--- src/rtl/dm_arbiter.sv ---
// Round-robin arbiter sharing one single-port data memory between the MEM stage (port 0)
// and a debug/DMA master (port 1); one word access per grant, ack one cycle after ACCESS.
module dm_arbiter #(
  parameter int AW = 10,
  parameter int DW = 32
) (
  input  logic          clk,
  input  logic          rst,
  input  logic          p0_req,
  input  logic          p0_we,
  input  logic [31:0]   p0_addr,
  input  logic [DW-1:0] p0_wdata,
  output logic          p0_ack,
  output logic          p0_err,
  output logic [DW-1:0] p0_rdata,
  output logic          p0_stall,
  input  logic          p1_req,
  input  logic          p1_we,
  input  logic [31:0]   p1_addr,
  input  logic [DW-1:0] p1_wdata,
  output logic          p1_ack,
  output logic          p1_err,
  output logic [DW-1:0] p1_rdata,
  output logic [AW-1:0] mem_addr,
  output logic [DW-1:0] mem_din,
  output logic          mem_we,
  input  logic [DW-1:0] mem_dout,
  output logic [1:0]    dbg_state
);

  // Handshake: a port raises req with we/addr/wdata stable and holds them until its
  // one-cycle ack; req is only sampled in IDLE, so req high there is always a new request.

  typedef enum logic [1:0] {
    S_IDLE   = 2'd0,
    S_ACCESS = 2'd1,
    S_RESP   = 2'd2
  } state_t;

  state_t        r_state;
  state_t        w_next;
  logic          r_last_grant;
  logic          r_cur_port;
  logic          r_we;
  logic [AW+1:0] r_addr;
  logic [DW-1:0] r_wdata;
  logic [DW-1:0] r_rdata_q;
  logic          r_err_q;

  logic          w_any_req;
  logic          w_win;
  logic          w_aligned;
  logic          w_unused;

  assign w_any_req = p0_req | p1_req;
  // On a tie the port that did not win last time gets the grant.
  assign w_win     = (p0_req & p1_req) ? ~r_last_grant : p1_req;
  assign w_aligned = (r_addr[1:0] == 2'b00);
  // Byte-address bits above the memory size are deliberately ignored (address wraps).
  assign w_unused  = ^{p0_addr[31:AW+2], p1_addr[31:AW+2]};

  always_ff @(posedge clk or posedge rst) begin
    if (rst) r_state <= S_IDLE;
    else     r_state <= w_next;
  end

  always_comb begin
    w_next = r_state;
    case (r_state)
      S_IDLE:   if (w_any_req) w_next = S_ACCESS;
      S_ACCESS: w_next = S_RESP;
      S_RESP:   w_next = S_IDLE;
      default:  w_next = S_IDLE;
    endcase
  end

  always_ff @(posedge clk or posedge rst) begin
    if (rst) begin
      r_last_grant <= 1'b1;
      r_cur_port   <= 1'b0;
      r_we         <= 1'b0;
      r_addr       <= '0;
      r_wdata      <= '0;
      r_rdata_q    <= '0;
      r_err_q      <= 1'b0;
    end else begin
      if (r_state == S_IDLE && w_any_req) begin
        r_cur_port   <= w_win;
        r_last_grant <= w_win;
        r_we         <= w_win ? p1_we : p0_we;
        r_addr       <= w_win ? p1_addr[AW+1:0] : p0_addr[AW+1:0];
        r_wdata      <= w_win ? p1_wdata : p0_wdata;
      end
      if (r_state == S_ACCESS) begin
        r_rdata_q <= (w_aligned && !r_we) ? mem_dout : '0;
        r_err_q   <= ~w_aligned;
      end
    end
  end

  always_comb begin
    mem_addr = '0;
    mem_din  = '0;
    mem_we   = 1'b0;
    p0_ack   = 1'b0;
    p0_err   = 1'b0;
    p0_rdata = '0;
    p1_ack   = 1'b0;
    p1_err   = 1'b0;
    p1_rdata = '0;
    case (r_state)
      S_ACCESS: begin
        mem_addr = r_addr[AW+1:2];
        mem_din  = r_wdata;
        mem_we   = r_we & w_aligned;
      end
      S_RESP: begin
        if (r_cur_port) begin
          p1_ack   = 1'b1;
          p1_err   = r_err_q;
          p1_rdata = r_rdata_q;
        end else begin
          p0_ack   = 1'b1;
          p0_err   = r_err_q;
          p0_rdata = r_rdata_q;
        end
      end
      default: ;
    endcase
  end

  assign p0_stall  = p0_req & ~p0_ack;
  assign dbg_state = r_state;

endmodule

--- config.mk ---
export PLATFORM = sky130hd
export DESIGN_NAME = dm_arbiter
export DESIGN_NICKNAME = d
export VERILOG_FILES = /design/src/rtl/dm_arbiter.sv
export SDC_FILE = /design/constraint.sdc
export NUM_CORES = 1
export LEC_CHECK = 0
export CORE_AREA = 3 3 109 111
export CTS_BUF_LIST = sky130_fd_sc_hd__clkbuf_2
export DETAILED_ROUTE_END_ITERATION = 7
export DIE_AREA = 0 0 112 114
export DONT_BUFFER_PORTS = 1
export HOLD_SLACK_MARGIN = 0.08
export PLACE_DENSITY = 0.57
export SETUP_SLACK_MARGIN = 0.2
export SKIP_LAST_GASP = 1
export SYNTH_ARGS = -nofsm -noshare
export SYNTH_HDL_FRONTEND = slang
export SYNTH_SLANG_ARGS = --single-unit
--- constraint.sdc ---
create_clock -name clk -period 4.85 [get_ports clk]
set_input_delay 0.7275 -clock clk [delete_from_list [all_inputs] [get_ports clk]]
set_output_delay 0.7275 -clock clk [all_outputs]
set_load 0.01 [all_outputs]
==> results of run 1 <==
## power by group through the flow
| stage | combinational, mW | clock, mW | sequential [mW] |
|---|---|---|---|
| after floorplan | 1.12 | 0 | 1.15 |
| after global placement | 1.26 | 0 | 1.22 |
| after detailed placement | 1.28 | 0 | 1.22 |
| after CTS | 1.28 | 0.416 | 1.21 |
| after global routing | 1.36 | 0.442 | 1.26 |
| final | 1.25 | 0.393 | 1.21 |
## registers in the layout, indices dropped and copies added, names as in the netlist
signal / flops
r_err_q: 1
r_cur_port: 1
r_we: 1
r_wdata: 32
dbg_state: 2
r_rdata_q: 32
r_last_grant: 1
r_addr: 12
## area by class of cell
cell class                      instances  area [um^2]
Sequential cell                        82         2050
Timing Repair Buffer                    7         52.6
Fill cell                            1001         6080
Inverter                                3         12.5
Clock inverter                          5         80.1
Multi-Input combinational cell        245         2380
Tap cell                              140          175
Clock buffer                           10         50.0
## cell usage in the layout (no fill, tap or decap)
cell and n:
sky130_fd_sc_hd__clkinvlp_4 2, sky130_fd_sc_hd__inv_1 2, sky130_fd_sc_hd__and2_1 109, sky130_fd_sc_hd__dfrtp_1 81, sky130_fd_sc_hd__o32ai_1 1, sky130_fd_sc_hd__nor3_1 1
sky130_fd_sc_hd__a31oi_1 1, sky130_fd_sc_hd__dfstp_2 1, sky130_fd_sc_hd__nor4_4 1, sky130_fd_sc_hd__buf_4 7, sky130_fd_sc_hd__mux2_2 12, sky130_fd_sc_hd__clkinv_2 2
sky130_fd_sc_hd__o21a_2 1, sky130_fd_sc_hd__nor3b_2 2, sky130_fd_sc_hd__clkbuf_2 10, sky130_fd_sc_hd__nor2_1 3, sky130_fd_sc_hd__a21oi_1 1, sky130_fd_sc_hd__a22o_1 32
sky130_fd_sc_hd__mux2_4 78, sky130_fd_sc_hd__nand2b_1 1, sky130_fd_sc_hd__a21bo_2 1, sky130_fd_sc_hd__nor2b_1 1, sky130_fd_sc_hd__bufinv_16 2
## metal layers
metal,GRT usage [%],vias to the layer above
met1,17.1,1274
met2,25.7,163
met5,0,-
met3,3.98,9
li1,-,1208
met4,6.01,0
## how the worst max path moves through the flow
stage	slack [ns]	end	cells past startpoint	startpoint
after floorplan	2.02	dbg_state[0]	1	rst
after global placement	1.94	mem_din[16]	4	dbg_state[1]
after detailed placement	1.92	mem_din[16]	4	dbg_state[1]
after CTS	1.29	mem_din[16]	4	dbg_state[1]
after global routing	1.12	mem_din[16]	4	dbg_state[1]
final	1.48	mem_din[16]	4	dbg_state[1]
## cell families (layout without fill, tap and decap cells)
group,Yosys count,after routing,share of synthesized area [%]
and+or+nand+nor,118,118,16.0
muxes,90,90,28.4
DFF,82,82,44.6
AOI/OAI and AO/OA,37,37,6.91
buffers and inverters,30,25,4.03
## worst max-delay path: stages, from the launching register on
cell	delay, ns
sky130_fd_sc_hd__dfrtp_1	0.50
sky130_fd_sc_hd__nand2b_1	0.18
sky130_fd_sc_hd__buf_4	0.26
sky130_fd_sc_hd__inv_1	0.88
sky130_fd_sc_hd__and2_1	0.34
==> results.toml, run 1 <==
[outcome]
outcome = "finished, final reports clean"

[pwr]
switching_share_pct = 35.4
post-layout-total-power_mw = 2.85
p_leak_nw = 2.29
peakVddDrop_v = 0.000250
p_switching_mw = 1.01
comb_power_share_pct = 43.7
intPower_mw = 1.84
power.density_cell_area_nw_per_um2 = 594
sequentialPowerShare_pct = 42.5
pwr-share-clk_pct = 13.8

[run]
drv_cap = 0

[finish]
design_area_um2 = 4810
fin_cells = 492
nets = 514
drive_gt1_share_pct = 33.8
antenna_cells_inserted = 0
final_util_pct = 44.1
areaGrowthSynthToFinish_pct = 4.46

[logic_synthesis]
postSynth.asyncResetShare_pct = 100
synth_instances = 357
synth.lib_cells_used.distinct = 24
synthesis.yosys.warnings = 0
yosysSeqAreaShare_pct = 44.6
ys_seq_elements = 82
dominantRegCellSynth = "sky130_fd_sc_hd__dfrtp_1"
yosys.area.top_type_share_pct = 44.1
largest_cells_by_area_after_synthesis = "sky130_fd_sc_hd__dfrtp_1, sky130_fd_sc_hd__mux2_4, sky130_fd_sc_hd__and2_1"
syn-num-nets = 523
cell_taking_the_most_area_after_synthesis = "sky130_fd_sc_hd__dfrtp_1"
cell_with_the_most_instances_after_synthesis = "sky130_fd_sc_hd__and2_1"
synthTopCellsByCount = "sky130_fd_sc_hd__and2_1, sky130_fd_sc_hd__dfrtp_1, sky130_fd_sc_hd__mux2_4"
syn-mean-instance-area_um2 = 12.9
synth_edf_count = 0
post_synthesis_instance_area_um2 = 4600

[clock_tree]
cts_hold_fix_bufs = 0
cts.sink_count = 82
ctsLongestPathBuffers = 2
cts_tree = "built"
cts-htree-levels = 3
clock_insertion_delay_worst_skew_ns = 0.50
post_cts_setup_inserts = 0
ctsResizeCount = 0
clock_tree.root_cell = "sky130_fd_sc_hd__clkbuf_2"
cts_made_buffers = 9
clkSlewWorstSetupHoldPaths_ns = 0.23

[timing]
max_transition_viols_final = 0
tns_ns = 0
period_needed_ns = 3.37
final_cycle_utilization_of_the_critical_path_pct = 69.6
fmax_ghz = 0.296
fin_hold_ws_ns = 0.158
final.setup_skew_ns = 0.0374
timing.max_slew.rel_slack_pct = 23.3
tightestPinTransition_ns = 1.15
timing.final.hold_violations = 0
grt_setup_unrepaired = "no"
post-route-worst-setup-slack_ns = 1.48
setup-violations-final = 0

[drt]
top_layer = "met4"
drc = 0
m1WireLength_mm = 3.82
detail-route-antenna-nets = 0
post_drt_wl_per_cell_um = 19.7
vias_per_cell = 5.39
via_count = 2654
detailedRoute.firstIterationViolations = 132
wl_mm = 9.71
drt_pre_antenna_iters = 4
dr_wl_met3_um = 900
routed-wl-met2_mm = 4.86

[placement]
post-place-ws_ns = 1.92
detailedPlacementHpwl_mm = 6.86
post_dp_area_um2 = 4680
placedCellCount = 477
port-buffer-count = 0
finalWeightedCongestion = 0.745

[floorplan]
fp.dieArea_um2 = 12800
fp.dieW_um = 112
start_util_pct = 42.3
placeableCoreArea_um2 = 10900
io_pins = 280
die_h_um = 114
std_cell_rows = 38

[worst_setup_path]
worst-path-max-fanout = 44
cp.required_ns = 4.12
rr_worst_depth = 4
worst_setup_path_start_kind = "flip-flop"
worstReg2RegEnd = "r_addr[3]"
cp-end-kind = "output port"
worstPathArrival_ns = 2.65
r2r-start = "dbg_state[0]"
r2r_setup_slk_ns = 2.30
setup.worst_path.class = "flip-flop to output port"

[grt]
global_route_wire_length_before_repair_mm = 14.8
grt_start_max_net_pins = 45
grt_util_all_layers_pct = 14.7
grt_pass1_vias = 2714
grt_antenna_before_repair = 0
grt_overflow = 0

[min_path]
worst_hold_class = "input port to asynchronous set/reset pin"
(Power assumes the default switching activity.)
==> run 2, diff against run 1 <==
clock period = 3.4 ns   (was 4.85 ns; I/O delays follow)
==> results.toml, run 2 (synthesized netlist as in run 1, its figures left out) <==
[finish]
drive_gt1_share_pct = 31.8
final_util_pct = 46.3
layout_common_cells = "sky130_fd_sc_hd__and2_1, sky130_fd_sc_hd__dfrtp_1, sky130_fd_sc_hd__mux2_4"
antenna_cells_inserted = 0
areaGrowthSynthToFinish_pct = 9.65
biggestRegsByFlops = "r_rdata_q (32), r_wdata (32), r_addr (12)"
nets = 541
layout.cells.most_common = "sky130_fd_sc_hd__and2_1"

[drt]
detail-route-antenna-nets = 0
vias_per_cell = 5.34
drc = 0
post_drt_wl_per_cell_um = 19.4
dr_wl_met3_um = 852
wl_mm = 10.1
drt_pre_antenna_iters = 4
detailedRoute.firstIterationViolations = 92
routed-wl-met2_mm = 4.99
top_layer = "met4"
via_count = 2775
m1WireLength_mm = 4.11

[clock_tree]
post_cts_setup_inserts = 0
clock_insertion_delay_worst_skew_ns = 0.48
cts.sink_count = 82
cts-htree-levels = 3
clock_tree.root_cell = "sky130_fd_sc_hd__clkbuf_2"
cts_made_buffers = 9
clkSlewWorstSetupHoldPaths_ns = 0.20
ctsResizeCount = 0
ctsLongestPathBuffers = 2
cts_hold_fix_bufs = 25
cts_tree = "built"

[grt]
grt_antenna_before_repair = 0
grt_util_all_layers_pct = 15.2
grt_overflow = 0
grt_pass1_vias = 2899
grt_start_max_net_pins = 45
global_route_wire_length_before_repair_mm = 15.5

[timing]
period_needed_ns = 2.67
final_cycle_utilization_of_the_critical_path_pct = 78.5
tightestPinTransition_ns = 0.622
fmax_ghz = 0.375
grt_setup_unrepaired = "no"
max_transition_viols_final = 0
setup-violations-final = 0
timing.final.hold_violations = 0
tns_ns = 0
final.setup_skew_ns = 0.0206
timing.max_slew.rel_slack_pct = 58.5
fin_hold_ws_ns = 0.161

[pwr]
peakVddDrop_v = 0.000360
power.density_cell_area_nw_per_um2 = 786
post-layout-total-power_mw = 3.97
p_leak_nw = 2.40

[min_path]
min_path_cells = 1
min_from = "mem_dout[11]"
hold_end = "r_rdata_q[11]"
worst_hold_class = "input port to flip-flop"

[run]
drv_cap = 0

[worst_setup_path]
crit_path_top_delay_cell = "sky130_fd_sc_hd__dfrtp_1"
worstPathArrival_ns = 2.16
worst_setup_path_start_kind = "flip-flop"
worst_path_largest_cell_delay_ns = 0.51
cp-end-kind = "output port"
rr_worst_depth = 4
critical_path.n_buffers_inverters = 2
cpLargestDelayFamily = "simple AND/OR/NAND/NOR gates"
worst-path-max-fanout = 44
r2r_setup_slk_ns = 1.26
cp.required_ns = 2.89
worstReg2RegEnd = "r_addr[6]"
r2r-start = "dbg_state[0]"
crit_chain = "nand2b_1 > inv_1 > buf_4 > and2_1"
setup.worst_path.class = "flip-flop to output port"

[placement]
finalWeightedCongestion = 0.744
detailedPlacementHpwl_mm = 7.12
port-buffer-count = 0

[floorplan]
fp.dieArea_um2 = 12800
start_util_pct = 42.3
fp.dieW_um = 112
die_h_um = 114
placeableCoreArea_um2 = 10900
io_pins = 280
std_cell_rows = 38

[outcome]
outcome = "finished, final reports clean"
## run 2: cell count changes in the layout (fill, tap and decap cells not counted)
cell,previous run,this run
sky130_fd_sc_hd__buf_12,0,2
sky130_fd_sc_hd__clkinvlp_4,2,0
sky130_fd_sc_hd__clkinv_1,0,1
sky130_fd_sc_hd__clkbuf_2,10,12
sky130_fd_sc_hd__dlygate4sd3_1,0,25
sky130_fd_sc_hd__bufinv_16,2,0
sky130_fd_sc_hd__clkinv_2,2,4
## run 2: area by class of cell
cell class,count,area [um^2]
Multi-Input combinational cell,245,2380
Fill cell,992,5840
Timing Repair Buffer,34,343
Clock inverter,4,18.8
Tap cell,140,175
Sequential cell,82,2050
Clock buffer,12,60.1
Inverter,3,12.5
## run 2: metal layers
| metal | vias to the layer above | GRT usage (%) |
|---|---|---|
| li1 | 1262 | - |
| met1 | 1344 | 18.6 |
| met2 | 160 | 26.3 |
| met3 | 9 | 3.40 |
| met4 | 0 | 5.61 |
| met5 | - | 0 |
## run 2: worst max path at each step
stage,depth (start not counted),startpoint,slack [ns],end
2_1_floorplan,1,rst,0.78,dbg_state[0]
3_3_place_gp,4,dbg_state[1],1.22,mem_addr[2]
3_5_place_dp,4,dbg_state[1],1.22,mem_din[3]
4_1_cts,4,dbg_state[1],0.59,mem_din[3]
5_1_grt,4,dbg_state[0],0.47,mem_din[21]
6_report,4,dbg_state[1],0.73,mem_din[3]
## run 2: stage by stage
step | cell area [um^2] | setup slack [ns] | cells
global route | 5040 | 0.472 | 520
global placement | 4720 | 1.22 | 479
floorplan | 4600 | 0.783 | 357
detailed placement | 4720 | 1.22 | 479
CTS | 5040 | 0.593 | 520
finish | 5040 | 0.732 | 520
## run 2: power by group
| part | leakage [nW] | internal (mW) | switching [mW] |
|---|---|---|---|
| registers | 1.02 | 1.43 | 0.301 |
| logic | 1.31 | 0.986 | 0.837 |
| clock network | 0.0631 | 0.100 | 0.308 |
==> run 3, diff against run 2 <==
clock period = 2.5 ns   (was 3.4 ns; I/O delays follow)
==> results.toml, run 3 <==
[outcome]
error_line = "[ERROR RSZ-0060] Max buffer count reached."
outcome = "did not finish"
haltStage = "clock tree synthesis (4_1_cts)"

[placement]
post-place-ws_ns = 0.625
port-buffer-count = 0
detailedPlacementHpwl_mm = 7.13
finalWeightedCongestion = 0.788

[logic_synthesis]
synthesis.yosys.warnings = 0
synth.lib_cells_used.distinct = 24
dominantRegCellSynth = "sky130_fd_sc_hd__dfrtp_1"
largest_cells_by_area_after_synthesis = "sky130_fd_sc_hd__dfrtp_1, sky130_fd_sc_hd__mux2_4, sky130_fd_sc_hd__and2_1"
cell_with_the_most_instances_after_synthesis = "sky130_fd_sc_hd__and2_1"
synthTopCellsByCount = "sky130_fd_sc_hd__and2_1, sky130_fd_sc_hd__dfrtp_1, sky130_fd_sc_hd__mux2_4"
ys_seq_elements = 82
yosysSeqAreaShare_pct = 44.6
synth_edf_count = 0
synth_instances = 357
post_synthesis_instance_area_um2 = 4600
syn-num-nets = 523
postSynth.asyncResetShare_pct = 100
syn-mean-instance-area_um2 = 12.9
cell_taking_the_most_area_after_synthesis = "sky130_fd_sc_hd__dfrtp_1"
yosys.area.top_type_share_pct = 44.1

[floorplan]
fp.dieW_um = 112
die_h_um = 114
start_util_pct = 42.3
std_cell_rows = 38
io_pins = 280

[clock_tree]
cts.sink_count = 82
ctsLongestPathBuffers = 2
post_cts_setup_inserts = 4
cts_made_buffers = 9
clock_tree.root_cell = "sky130_fd_sc_hd__clkbuf_2"
cts_hold_fix_bufs = 101
cts-htree-levels = 3
ctsResizeCount = 38
[run 3: cell families after synthesis]
logic type | synth area share, %
buffers and inverters | 4.03
AOI/OAI and AO/OA | 6.91
DFF | 44.6
muxes | 28.4
and+or+nand+nor | 16.0
[run 3: stage by stage]
step | hold WS, ns | cells | area, um^2
after floorplan | 0.445 | 357 | 4600
after detailed placement | 0.412 | 481 | 4750
after global placement | 0.407 | 481 | 4750
==> run 4, diff against run 3 <==
CORE_AREA = default   (was 3 3 109 111)
CORE_MARGIN = 3   (was default)
CORE_UTILIZATION = 40   (was default)
CTS_BUF_LIST = default   (was sky130_fd_sc_hd__clkbuf_2)
DIE_AREA = default   (was 0 0 112 114)
HOLD_SLACK_MARGIN = default   (was 0.08)
PLACE_DENSITY = default   (was 0.57)
PLACE_DENSITY_LB_ADDON = 0.15   (was default)
SETUP_SLACK_MARGIN = default   (was 0.2)
==> results.toml, run 4 (synthesized netlist as in run 1, its figures left out) <==
[outcome]
outcome = "finished, final reports clean"

[floorplan]
fp.dieArea_um2 = 12800
fp.dieW_um = 113
die_h_um = 113
start_util_pct = 41.7
placeableCoreArea_um2 = 11000
std_cell_rows = 38
io_pins = 280

[timing]
fin_hold_ws_ns = 0.0416
max_transition_viols_final = 0
final.setup_skew_ns = 0.00626
timing.final.hold_violations = 0
tns_ns = 0
grt_setup_unrepaired = "no"
final_cycle_utilization_of_the_critical_path_pct = 84.4
setup-violations-final = 0
tightestPinTransition_ns = 0.784
fmax_ghz = 0.474
timing.max_slew.rel_slack_pct = 47.7
period_needed_ns = 2.11

[clock_tree]
post_cts_setup_inserts = 0
cts_tree = "built"
ctsResizeCount = 0
clock_tree.root_cell = "sky130_fd_sc_hd__clkbuf_16"
cts.sink_count = 82
cts-htree-levels = 3
clkSlewWorstSetupHoldPaths_ns = 0.06
ctsLongestPathBuffers = 2
cts_hold_fix_bufs = 0
cts_made_buffers = 9
clock_insertion_delay_worst_skew_ns = 0.33

[worst_setup_path]
worstReg2RegEnd = "r_addr[7]"
critical_path.n_buffers_inverters = 1
cp.required_ns = 2.12
rr_worst_depth = 4
cpLargestDelayFamily = "simple AND/OR/NAND/NOR gates"
worst-path-max-fanout = 31
worstPathArrival_ns = 1.74
worst_setup_path_start_kind = "flip-flop"
r2r_setup_slk_ns = 0.73
r2r-start = "r_last_grant"
crit_chain = "nor3b_2 > buf_12 > and2_1"
worst_path_largest_cell_delay_ns = 0.48
crit_path_top_delay_cell = "sky130_fd_sc_hd__dfrtp_1"
setup.worst_path.class = "flip-flop to output port"
cp-end-kind = "output port"

[grt]
grt_pass1_vias = 2949
grt_start_max_net_pins = 47
grt_antenna_before_repair = 0
grt_util_all_layers_pct = 15.6
grt_overflow = 0
global_route_wire_length_before_repair_mm = 15.7

[finish]
antenna_cells_inserted = 0
design_area_um2 = 5100
final_util_pct = 46.3
drive_gt1_share_pct = 34.4
areaGrowthSynthToFinish_pct = 10.9
layout_common_cells = "sky130_fd_sc_hd__and2_1, sky130_fd_sc_hd__dfrtp_1, sky130_fd_sc_hd__mux2_4"
nets = 517
layout.cells.most_common = "sky130_fd_sc_hd__and2_1"
biggestRegsByFlops = "r_rdata_q (32), r_wdata (32), r_addr (12)"

[pwr]
peakVddDrop_v = 0.000513
power.density_cell_area_nw_per_um2 = 1260
p_leak_nw = 2.42

[drt]
post_drt_wl_per_cell_um = 20.3
detailedRoute.firstIterationViolations = 60
drt_pre_antenna_iters = 4
wl_mm = 10.1
detail-route-antenna-nets = 0
via_count = 2680
drc = 0
vias_per_cell = 5.41

[placement]
detailedPlacementHpwl_mm = 7.30
post_dp_area_um2 = 4750
port-buffer-count = 0
finalWeightedCongestion = 0.735

[run]
drv_cap = 0

[min_path]
worst_hold_class = "input port to asynchronous set/reset pin"
-- run 4: worst max path at each step --
stage	startpoint	slack (ns)	to	cells after the start
floorplan	rst	0.02	dbg_state[0]	1
finish	dbg_state[0]	0.39	p0_rdata[14]	3
CTS	dbg_state[1]	0.29	p0_rdata[14]	3
global placement	dbg_state[0]	0.70	p0_rdata[14]	3
detailed placement	dbg_state[1]	0.65	p0_rdata[14]	3
global route	dbg_state[1]	0.25	p0_rdata[14]	3
-- run 4: per-layer routing --
metal | vias up | wire length (um) | GRT usage, %
met5 | - | 0 | 0
met4 | 0 | 144 | 5.77
met2 | 155 | 5110 | 27.2
met3 | 10 | 891 | 4.33
met1 | 1304 | 3920 | 18.1
li1 | 1211 | - | -
-- run 4: worst reg2reg max path: cells and delay by family (launching register included) --
family | cells | cell delay [ns]
flip-flops | 1 | 0.54
multiplexers | 2 | 0.69
buffers and inverters | 1 | 0.28
AO/OA/AOI/OAI | 1 | 0.15
-- run 4: metrics by stage --
stage | cells | power (mW) | worst slack (ns)
6_report | 495 | 6.45 | 0.390
3_5_place_dp | 480 | 4.94 | 0.653
4_1_cts | 495 | 6.57 | 0.289
5_1_grt | 495 | 6.87 | 0.255
3_3_place_gp | 480 | 4.89 | 0.697
2_1_floorplan | 357 | 4.41 | 0.0182
-- run 4: area by class of cell --
| class | instances | area, um^2 |
|---|---|---|
| Clock buffer | 9 | 225 |
| Clock inverter | 6 | 130 |
| Fill cell | 1010 | 5930 |
| Inverter | 3 | 12.5 |
| Multi-Input combinational cell | 245 | 2380 |
| Sequential cell | 82 | 2050 |
| Tap cell | 140 | 175 |
| Timing Repair Buffer | 10 | 125 |
-- run 4: where the power goes --
group          internal, mW  leakage, nW  total [mW]  switching (mW)
Sequential             1.97         1.02        2.39           0.420
Combinational          1.35         1.22        2.50            1.15
Clock                  1.07        0.175        1.57           0.501
Total                  4.38         2.42        6.45            2.07
